==> config.mk <==
export PLATFORM = sky130hd
export DESIGN_NAME = gpu_loader_flat
export DESIGN_NICKNAME = d
export VERILOG_FILES = /design/src/rtl/gpu_loader_if.sv /design/src/rtl/gpu_loader.sv /design/src/flat_wrapper.sv
export SDC_FILE = /design/constraint.sdc
export NUM_CORES = 1
export LEC_CHECK = 0
export ABC_AREA = 1
export ABC_CLOCK_PERIOD_IN_PS = 1300
export BUFFER_PORTS_ARGS = -buffer_cell sky130_fd_sc_hd__clkbuf_2
export CAP_MARGIN = 20
export CORE_ASPECT_RATIO = 1.2
export CORE_MARGIN = 5
export CORE_UTILIZATION = 25
export DETAILED_ROUTE_END_ITERATION = 10
export HOLD_SLACK_MARGIN = 0.1
export PLACE_DENSITY_LB_ADDON = 0.05
export SLEW_MARGIN = 20
export SYNTH_ARGS = -nofsm -noshare
export SYNTH_HDL_FRONTEND = slang
export SYNTH_SLANG_ARGS = --single-unit
==> constraint.sdc <==
create_clock -name clk -period 1.3 [get_ports clk]
set_input_delay 0.065 -clock clk [delete_from_list [all_inputs] [get_ports clk]]
set_output_delay 0.065 -clock clk [all_outputs]
set_load 0.005 [all_outputs]
==> src/rtl/gpu_loader_if.sv <==
// Purpose: bundles the loader's control, RAM read port and buffer write port.
// Modports: master = loader side, slave = environment (sequencer, RAM arbiter, buffer).
// Signals: start/base_addr/busy/done, mem_req/mem_gnt/mem_addr/mem_dout,
//          buf_we/buf_addr/buf_din; abort exists only with GPU_LOADER_ABORT_EN.
interface gpu_loader_if #(
  parameter int ADDR_WIDTH     = 4,
  parameter int DATA_WIDTH     = 16,
  parameter int MEM_ADDR_WIDTH = 13
);
  logic                      start;
  logic [MEM_ADDR_WIDTH-1:0] base_addr;
  logic                      busy;
  logic                      done;
  logic                      mem_req;
  logic                      mem_gnt;
  logic [MEM_ADDR_WIDTH-1:0] mem_addr;
  logic [DATA_WIDTH-1:0]     mem_dout;
  logic                      buf_we;
  logic [ADDR_WIDTH-1:0]     buf_addr;
  logic [DATA_WIDTH-1:0]     buf_din;
`ifdef GPU_LOADER_ABORT_EN
  logic                      abort;

  modport master (
    input  start, base_addr, mem_gnt, mem_dout, abort,
    output busy, done, mem_req, mem_addr, buf_we, buf_addr, buf_din
  );
  modport slave (
    output start, base_addr, mem_gnt, mem_dout, abort,
    input  busy, done, mem_req, mem_addr, buf_we, buf_addr, buf_din
  );
`else
  modport master (
    input  start, base_addr, mem_gnt, mem_dout,
    output busy, done, mem_req, mem_addr, buf_we, buf_addr, buf_din
  );
  modport slave (
    output start, base_addr, mem_gnt, mem_dout,
    input  busy, done, mem_req, mem_addr, buf_we, buf_addr, buf_din
  );
`endif
endinterface

==> src/rtl/gpu_loader.sv <==
// Purpose: copies SIZE consecutive RAM words (from a latched base) into object buffer entries 0..SIZE-1.
// Latency: SIZE+2 cycles from start to done with continuous grant; each grant-low FETCH cycle adds one.
// Backpressure: mem_gnt low stalls issue with mem_addr held; accepted reads always complete their write.
// Ports: clk, reset (async, active-high); bus (gpu_loader_if.master) carries start/base_addr/busy/done,
//        the shared RAM read port (mem_req/mem_gnt/mem_addr/mem_dout) and the buffer write port.
// Option: GPU_LOADER_ABORT_EN adds bus.abort, which cancels a running transfer without a done pulse.
module gpu_loader #(
  parameter int ADDR_WIDTH     = 4,
  parameter int SIZE           = 16,
  parameter int DATA_WIDTH     = 16,
  parameter int MEM_ADDR_WIDTH = 13
) (
  input  logic         clk,
  input  logic         reset,
  gpu_loader_if.master bus
);
  typedef enum logic [1:0] {S_IDLE, S_FETCH, S_DRAIN, S_DONE} state_t;

  localparam logic [ADDR_WIDTH-1:0] LAST_IDX = ADDR_WIDTH'(SIZE - 1);

  state_t                    state_q, state_d;
  logic [ADDR_WIDTH-1:0]     issue_idx_q, issue_idx_d;
  logic [MEM_ADDR_WIDTH-1:0] mem_addr_q, mem_addr_d;
  logic                      mem_req_q, mem_req_d;
  logic                      busy_q, busy_d;
  logic                      done_q, done_d;
  // One-deep read pipeline: an accepted address becomes a buffer write next cycle.
  logic                      pend_vld_q, pend_vld_d;
  logic [ADDR_WIDTH-1:0]     pend_idx_q, pend_idx_d;

  logic accept;
  logic abort_in;
  logic start_ok;
  logic abort_req;

  assign accept = mem_req_q && bus.mem_gnt;

`ifdef GPU_LOADER_ABORT_EN
  assign abort_in = bus.abort;
`else
  assign abort_in = 1'b0;
`endif

  // Abort beats a simultaneous start; it only acts while a transfer is running.
  assign start_ok  = bus.start && !abort_in;
  assign abort_req = abort_in && busy_q;

  always_comb begin
    state_d     = state_q;
    issue_idx_d = issue_idx_q;
    mem_addr_d  = mem_addr_q;
    mem_req_d   = mem_req_q;
    busy_d      = busy_q;
    done_d      = 1'b0;
    pend_vld_d  = accept;
    pend_idx_d  = accept ? issue_idx_q : '0;

    case (state_q)
      S_IDLE: begin
        if (start_ok) begin
          state_d     = S_FETCH;
          issue_idx_d = '0;
          mem_addr_d  = bus.base_addr;
          mem_req_d   = 1'b1;
          busy_d      = 1'b1;
        end
      end
      S_FETCH: begin
        if (accept) begin
          // Address wraps naturally at 2^MEM_ADDR_WIDTH.
          mem_addr_d  = mem_addr_q + MEM_ADDR_WIDTH'(1);
          issue_idx_d = issue_idx_q + ADDR_WIDTH'(1);
          if (issue_idx_q == LAST_IDX) begin
            state_d   = S_DRAIN;
            mem_req_d = 1'b0;
          end
        end
      end
      S_DRAIN: begin
        // The last accepted read is being written this cycle.
        if (pend_vld_q) begin
          state_d = S_DONE;
          busy_d  = 1'b0;
          done_d  = 1'b1;
        end
      end
      S_DONE: begin
        state_d = S_IDLE;
      end
      default: begin
        state_d = S_IDLE;
      end
    endcase

    if (abort_req) begin
      state_d    = S_IDLE;
      mem_req_d  = 1'b0;
      busy_d     = 1'b0;
      done_d     = 1'b0;
      pend_vld_d = 1'b0;
      pend_idx_d = '0;
    end
  end

  always_ff @(posedge clk or posedge reset) begin
    if (reset) begin
      state_q     <= S_IDLE;
      issue_idx_q <= '0;
      mem_addr_q  <= '0;
      mem_req_q   <= 1'b0;
      busy_q      <= 1'b0;
      done_q      <= 1'b0;
      pend_vld_q  <= 1'b0;
      pend_idx_q  <= '0;
    end else begin
      state_q     <= state_d;
      issue_idx_q <= issue_idx_d;
      mem_addr_q  <= mem_addr_d;
      mem_req_q   <= mem_req_d;
      busy_q      <= busy_d;
      done_q      <= done_d;
      pend_vld_q  <= pend_vld_d;
      pend_idx_q  <= pend_idx_d;
    end
  end

  assign bus.busy     = busy_q;
  assign bus.done     = done_q;
  assign bus.mem_req  = mem_req_q;
  assign bus.mem_addr = mem_addr_q;
  assign bus.buf_we   = pend_vld_q;
  assign bus.buf_addr = pend_idx_q;
  // RAM data arrives the cycle after accept, so it passes straight through to the buffer.
  assign bus.buf_din  = pend_vld_q ? bus.mem_dout : {DATA_WIDTH{1'b0}};
endmodule

==> src/flat_wrapper.sv <==
// flat-port wrapper written by rule: the top's interface ports become plain ports
module gpu_loader_flat 
#(
  parameter int ADDR_WIDTH     = 4,
  parameter int SIZE           = 16,
  parameter int DATA_WIDTH     = 16,
  parameter int MEM_ADDR_WIDTH = 13
)
  (clk, reset, bus_start, bus_base_addr, bus_mem_gnt, bus_mem_dout, bus_busy, bus_done, bus_mem_req, bus_mem_addr, bus_buf_we, bus_buf_addr, bus_buf_din);
  gpu_loader_if #(.ADDR_WIDTH(ADDR_WIDTH), .DATA_WIDTH(DATA_WIDTH), .MEM_ADDR_WIDTH(MEM_ADDR_WIDTH)) bus_i ();
  input  logic clk;
  input  logic reset;
  input wire logic [$bits(bus_i.start)-1:0] bus_start;
  input wire logic [$bits(bus_i.base_addr)-1:0] bus_base_addr;
  input wire logic [$bits(bus_i.mem_gnt)-1:0] bus_mem_gnt;
  input wire logic [$bits(bus_i.mem_dout)-1:0] bus_mem_dout;
  output wire logic [$bits(bus_i.busy)-1:0] bus_busy;
  output wire logic [$bits(bus_i.done)-1:0] bus_done;
  output wire logic [$bits(bus_i.mem_req)-1:0] bus_mem_req;
  output wire logic [$bits(bus_i.mem_addr)-1:0] bus_mem_addr;
  output wire logic [$bits(bus_i.buf_we)-1:0] bus_buf_we;
  output wire logic [$bits(bus_i.buf_addr)-1:0] bus_buf_addr;
  output wire logic [$bits(bus_i.buf_din)-1:0] bus_buf_din;
  assign bus_i.start = bus_start;
  assign bus_i.base_addr = bus_base_addr;
  assign bus_i.mem_gnt = bus_mem_gnt;
  assign bus_i.mem_dout = bus_mem_dout;
  assign bus_busy = bus_i.busy;
  assign bus_done = bus_i.done;
  assign bus_mem_req = bus_i.mem_req;
  assign bus_mem_addr = bus_i.mem_addr;
  assign bus_buf_we = bus_i.buf_we;
  assign bus_buf_addr = bus_i.buf_addr;
  assign bus_buf_din = bus_i.buf_din;
  gpu_loader #(.ADDR_WIDTH(ADDR_WIDTH), .SIZE(SIZE), .DATA_WIDTH(DATA_WIDTH), .MEM_ADDR_WIDTH(MEM_ADDR_WIDTH)) u_core (.clk(clk), .reset(reset), .bus(bus_i));
endmodule
==> results_dict.tcl <==
set metrics [dict create \
    status "finished with violations" \
    violations "negative setup slack" \
    fin_crit_ps 1530 \
    intPower_mw 3.17 \
    maxCapViolCount 0 \
    crit_type "flop to flop" \
    grt_max_degree 28 \
    cts_tree "done" \
    antenna_found_initial 0 \
    synth_compound_area_share_pct 7.16 \
    grt_pass1_vias 1814 \
    die_w_um 85.9 \
    cp.buffers_inverters 5 \
    fin_nets 391 \
    die_h_um 101 \
    synth_mux_area_share_pct 0 \
    yosys-top-cells-area "dfrtp_1 (39%), nand2_1 (18%), inv_1 (9.8%)" \
    synth_xor_area_share_pct 1.01 \
    worst_pin_slew_ps 375 \
    num_antenna_cells 0 \
    drive_gt1_share_pct 38.9 \
    synth_cell_types 26 \
    io_pins 70 \
    portBuffers 69 \
    fin_ws_ps -227 \
    timing.final.max_slew_violations 0 \
    relSlewSlack_pct 75.0 \
    final_util_pct 38.1 \
    grt_pass1_wl_um 8520 \
    synthAdderAreaFrac_pct 3.62 \
    switching_power_mw 2.67 \
    rsz0062_at_grt "yes" \
    synth_area_leader_cell "dfrtp_1" \
    synth_nets 290 \
    place_congestion 0.766 \
    dpl.hpwl_um 3910 \
    worstPathRequired_ps 1490 \
    vias 1859 \
    crit_path_max_fanout 4 \
    seq_power_share_pct 25.7 \
    drt_pass1_iterations 4 \
    design.die.area_mm2 0.00869 \
    core-area_mm2 0.00677 \
    path_cells "inv_2, ha_4, o21ai_4, inv_2, buf_4, buf_6, nand2_4, nand3b_1, nand2_1, inv_1" \
    ant_nets 0 \
    hold_class "primary input to flop" \
    groute.usage.overall_pct 12.2 \
    synth_top_family_by_area "simple AND/OR/NAND/NOR gates" \
    clkPwrFrac_pct 8.8 \
    clkLatencyLatePin_ps 280 \
    clock_sinks 27 \
    worst_setup_path_start_kind "flop" \
    ys_warn_count 0 \
    cts_made_buffers 3 \
    syn_to_final_growth_pct 49.2 \
    synthCells 252 \
    swShare_pct 45.7 \
    peakVddDrop_uv 753 \
    totalWireLength_um 5050 \
    slowest_delay_ps 440 \
    drc_errors 0 \
    hold_viol 0 \
    critPathSlowestCell "dfrtp_1" \
    htreeDepth 1 \
    min_period_over_period_pct 117 \
    root_buffer "clkbuf_8" \
    rows 33 \
    whs_ps 94.2 \
    drt-initial-drc-count 85 \
    combPwrFrac_pct 65.5 \
    syn_area_mm2 0.00173 \
    max_freq_ghz 0.655 \
    path_delay_family "flip-flops" \
    skew_ps 5.38 \
    ys_seq_elements 27 \
    synth_area_per_cell_um2 6.86 \
    clk_pin_slew_worst_paths_ps 110 \
    wl_per_cell_um 11.5 \
    overflow 0 \
    clock_path_buffers 2 \
    start_util_pct 25.5 \
    power.density_mw_per_mm2 2260 \
    viasPerCell 4.23 \
    final-setup-viol-count 21 \
    synth.yosys.seq_area_share_pct 39.1 \
    power_leakage_nw 1.47 \
    endpoint_kind "flop" \
    cp.arrival_ps 1710 \
    synth-simple-area-share_pct 36.0 \
    cpMostUsedCell "inv_2" \
    yosysTopAreaCellShare_pct 39.1 \
]
[synth_stat cells, drive strengths merged]
cell and count:
a21oi 2, a31o 1, buf 6, clkbuf 1, dfrtp 27, ha 5
inv 47, nand2 86, nand3 15, nand3b 3, nand4 6, nor2 31
nor3 2, o211ai 2, o21ai 15, o31ai 1, xnor2 2
[per-stage QoR]
| step | power (mW) | area [µm²] | instances | TNS [ps] | setup slack (ps) |
|---|---|---|---|---|---|
| floorplan | 3.37 | 1740 | 252 | 0 | 7.01 |
| global placement | 4.59 | 2290 | 422 | -2610 | -173 |
| detailed placement | 4.59 | 2290 | 422 | -3040 | -190 |
| CTS | 5.53 | 2500 | 434 | -2700 | -178 |
| global route | 6.43 | 2580 | 439 | -5230 | -309 |
| finish | 5.84 | 2580 | 439 | -3530 | -227 |
[registers in the layout (all words and copies together), names as in the netlist]
signal,cells
u_core.issue_idx_q,4
u_core.state_q,2
u_core.bus.done,1
u_core.bus.busy,1
u_core.bus.mem_addr,13
u_core.bus.buf_addr,4
u_core.bus.mem_req,1
u_core.bus.buf_we,1
[cells by family after synthesis]
kind of cell / after synthesis
AOI/OAI and AO/OA: 21
xor gates and xnor gates: 2
buffers and inverters: 54
and+or+nand+nor: 143
DFF: 27
adders and majority gates: 5
[power groups by stage]
stage / Sequential, mW / Clock, mW / Combinational [mW]
final: 1.50 / 0.516 / 3.82
after global routing: 1.57 / 0.560 / 4.30
after CTS: 1.52 / 0.535 / 3.48
after detailed placement: 1.52 / 0 / 3.07
after global placement: 1.52 / 0 / 3.08
after floorplan: 1.50 / 0 / 1.87
[final cells by class]
cell class / instances / area (µm²)
Clock buffer: 3 / 41.3
Clock inverter: 1 / 5.00
Fill cell: 776 / 4190
Inverter: 47 / 184
Multi-Input combinational cell: 171 / 926
Sequential cell: 27 / 676
Tap cell: 87 / 109
Timing Repair Buffer: 103 / 639
[layout by cell type (no fill, tap or decap), types with 2 or more instances in the layout]
cell type,netlist,routed
clkbuf_2,0,69
o21ai_0,12,7
nor2_2,3,9
ha_4,0,3
clkbuf_8,0,3
buf_4,2,23
nor2_1,27,21
nor3_2,2,2
o211ai_1,2,2
nand3b_1,3,3
nand2_4,0,3
nand4_1,6,6
nand3_1,14,14
clkinvlp_4,0,2
dfrtp_1,27,27
nand2_1,83,81
inv_2,2,6
o21ai_4,0,2
dlygate4sd3_1,0,5
ha_1,5,2
buf_6,2,5
nand2_2,3,2
xnor2_1,2,2
o21ai_1,1,5
inv_1,45,39
[worst min-delay path, stage by stage]
cell	delay [ps]
clkbuf_2	70
nand2_1	120
inv_2	80
[final timing paths]
| path | from | end | cells past startpoint | slack [ps] |
|---|---|---|---|---|
| max | u_core.state_q[0]$_DFFE_PP0P_ | u_core.bus.mem_addr[5]$_DFFE_PP0P_ | 10 | -230 |
| min | bus_mem_gnt | u_core.bus.buf_we$_DFF_PP0_ | 3 | 90 |
| max reg2reg | u_core.state_q[0]$_DFFE_PP0P_ | u_core.bus.mem_addr[5]$_DFFE_PP0P_ | 10 | -230 |
| min reg2reg | u_core.bus.busy$_DFFE_PP0P_ | u_core.bus.busy$_DFFE_PP0P_ | 2 | 490 |
| max in group asynchronous | reset | u_core.bus.mem_addr[5]$_DFFE_PP0P_ | 4 | 650 |
| min in group asynchronous | reset | u_core.state_q[1]$_DFFE_PP0P_ | 4 | 370 |
[timing repair]
item | in CTS | in global routing
setup endpoints to repair | 21 | 21
gates resized for setup | 20 | 18
gates cloned | 0 | 0
pin swaps | 3 | 5
hold buffers | 5 | 0
buffers inserted | 3 | 5
hold endpoints to repair | 31 | 0
[routing by layer]
| layer | GRT usage (%) | part of all wire, % |
|---|---|---|
| met5 | 0 | 0 |
| met4 | 3.65 | 0.83 |
| met3 | 2.37 | 6.9 |
| met2 | 21.4 | 49 |
| met1 | 15.0 | 44 |
Power figures use the tool's default switching activity.
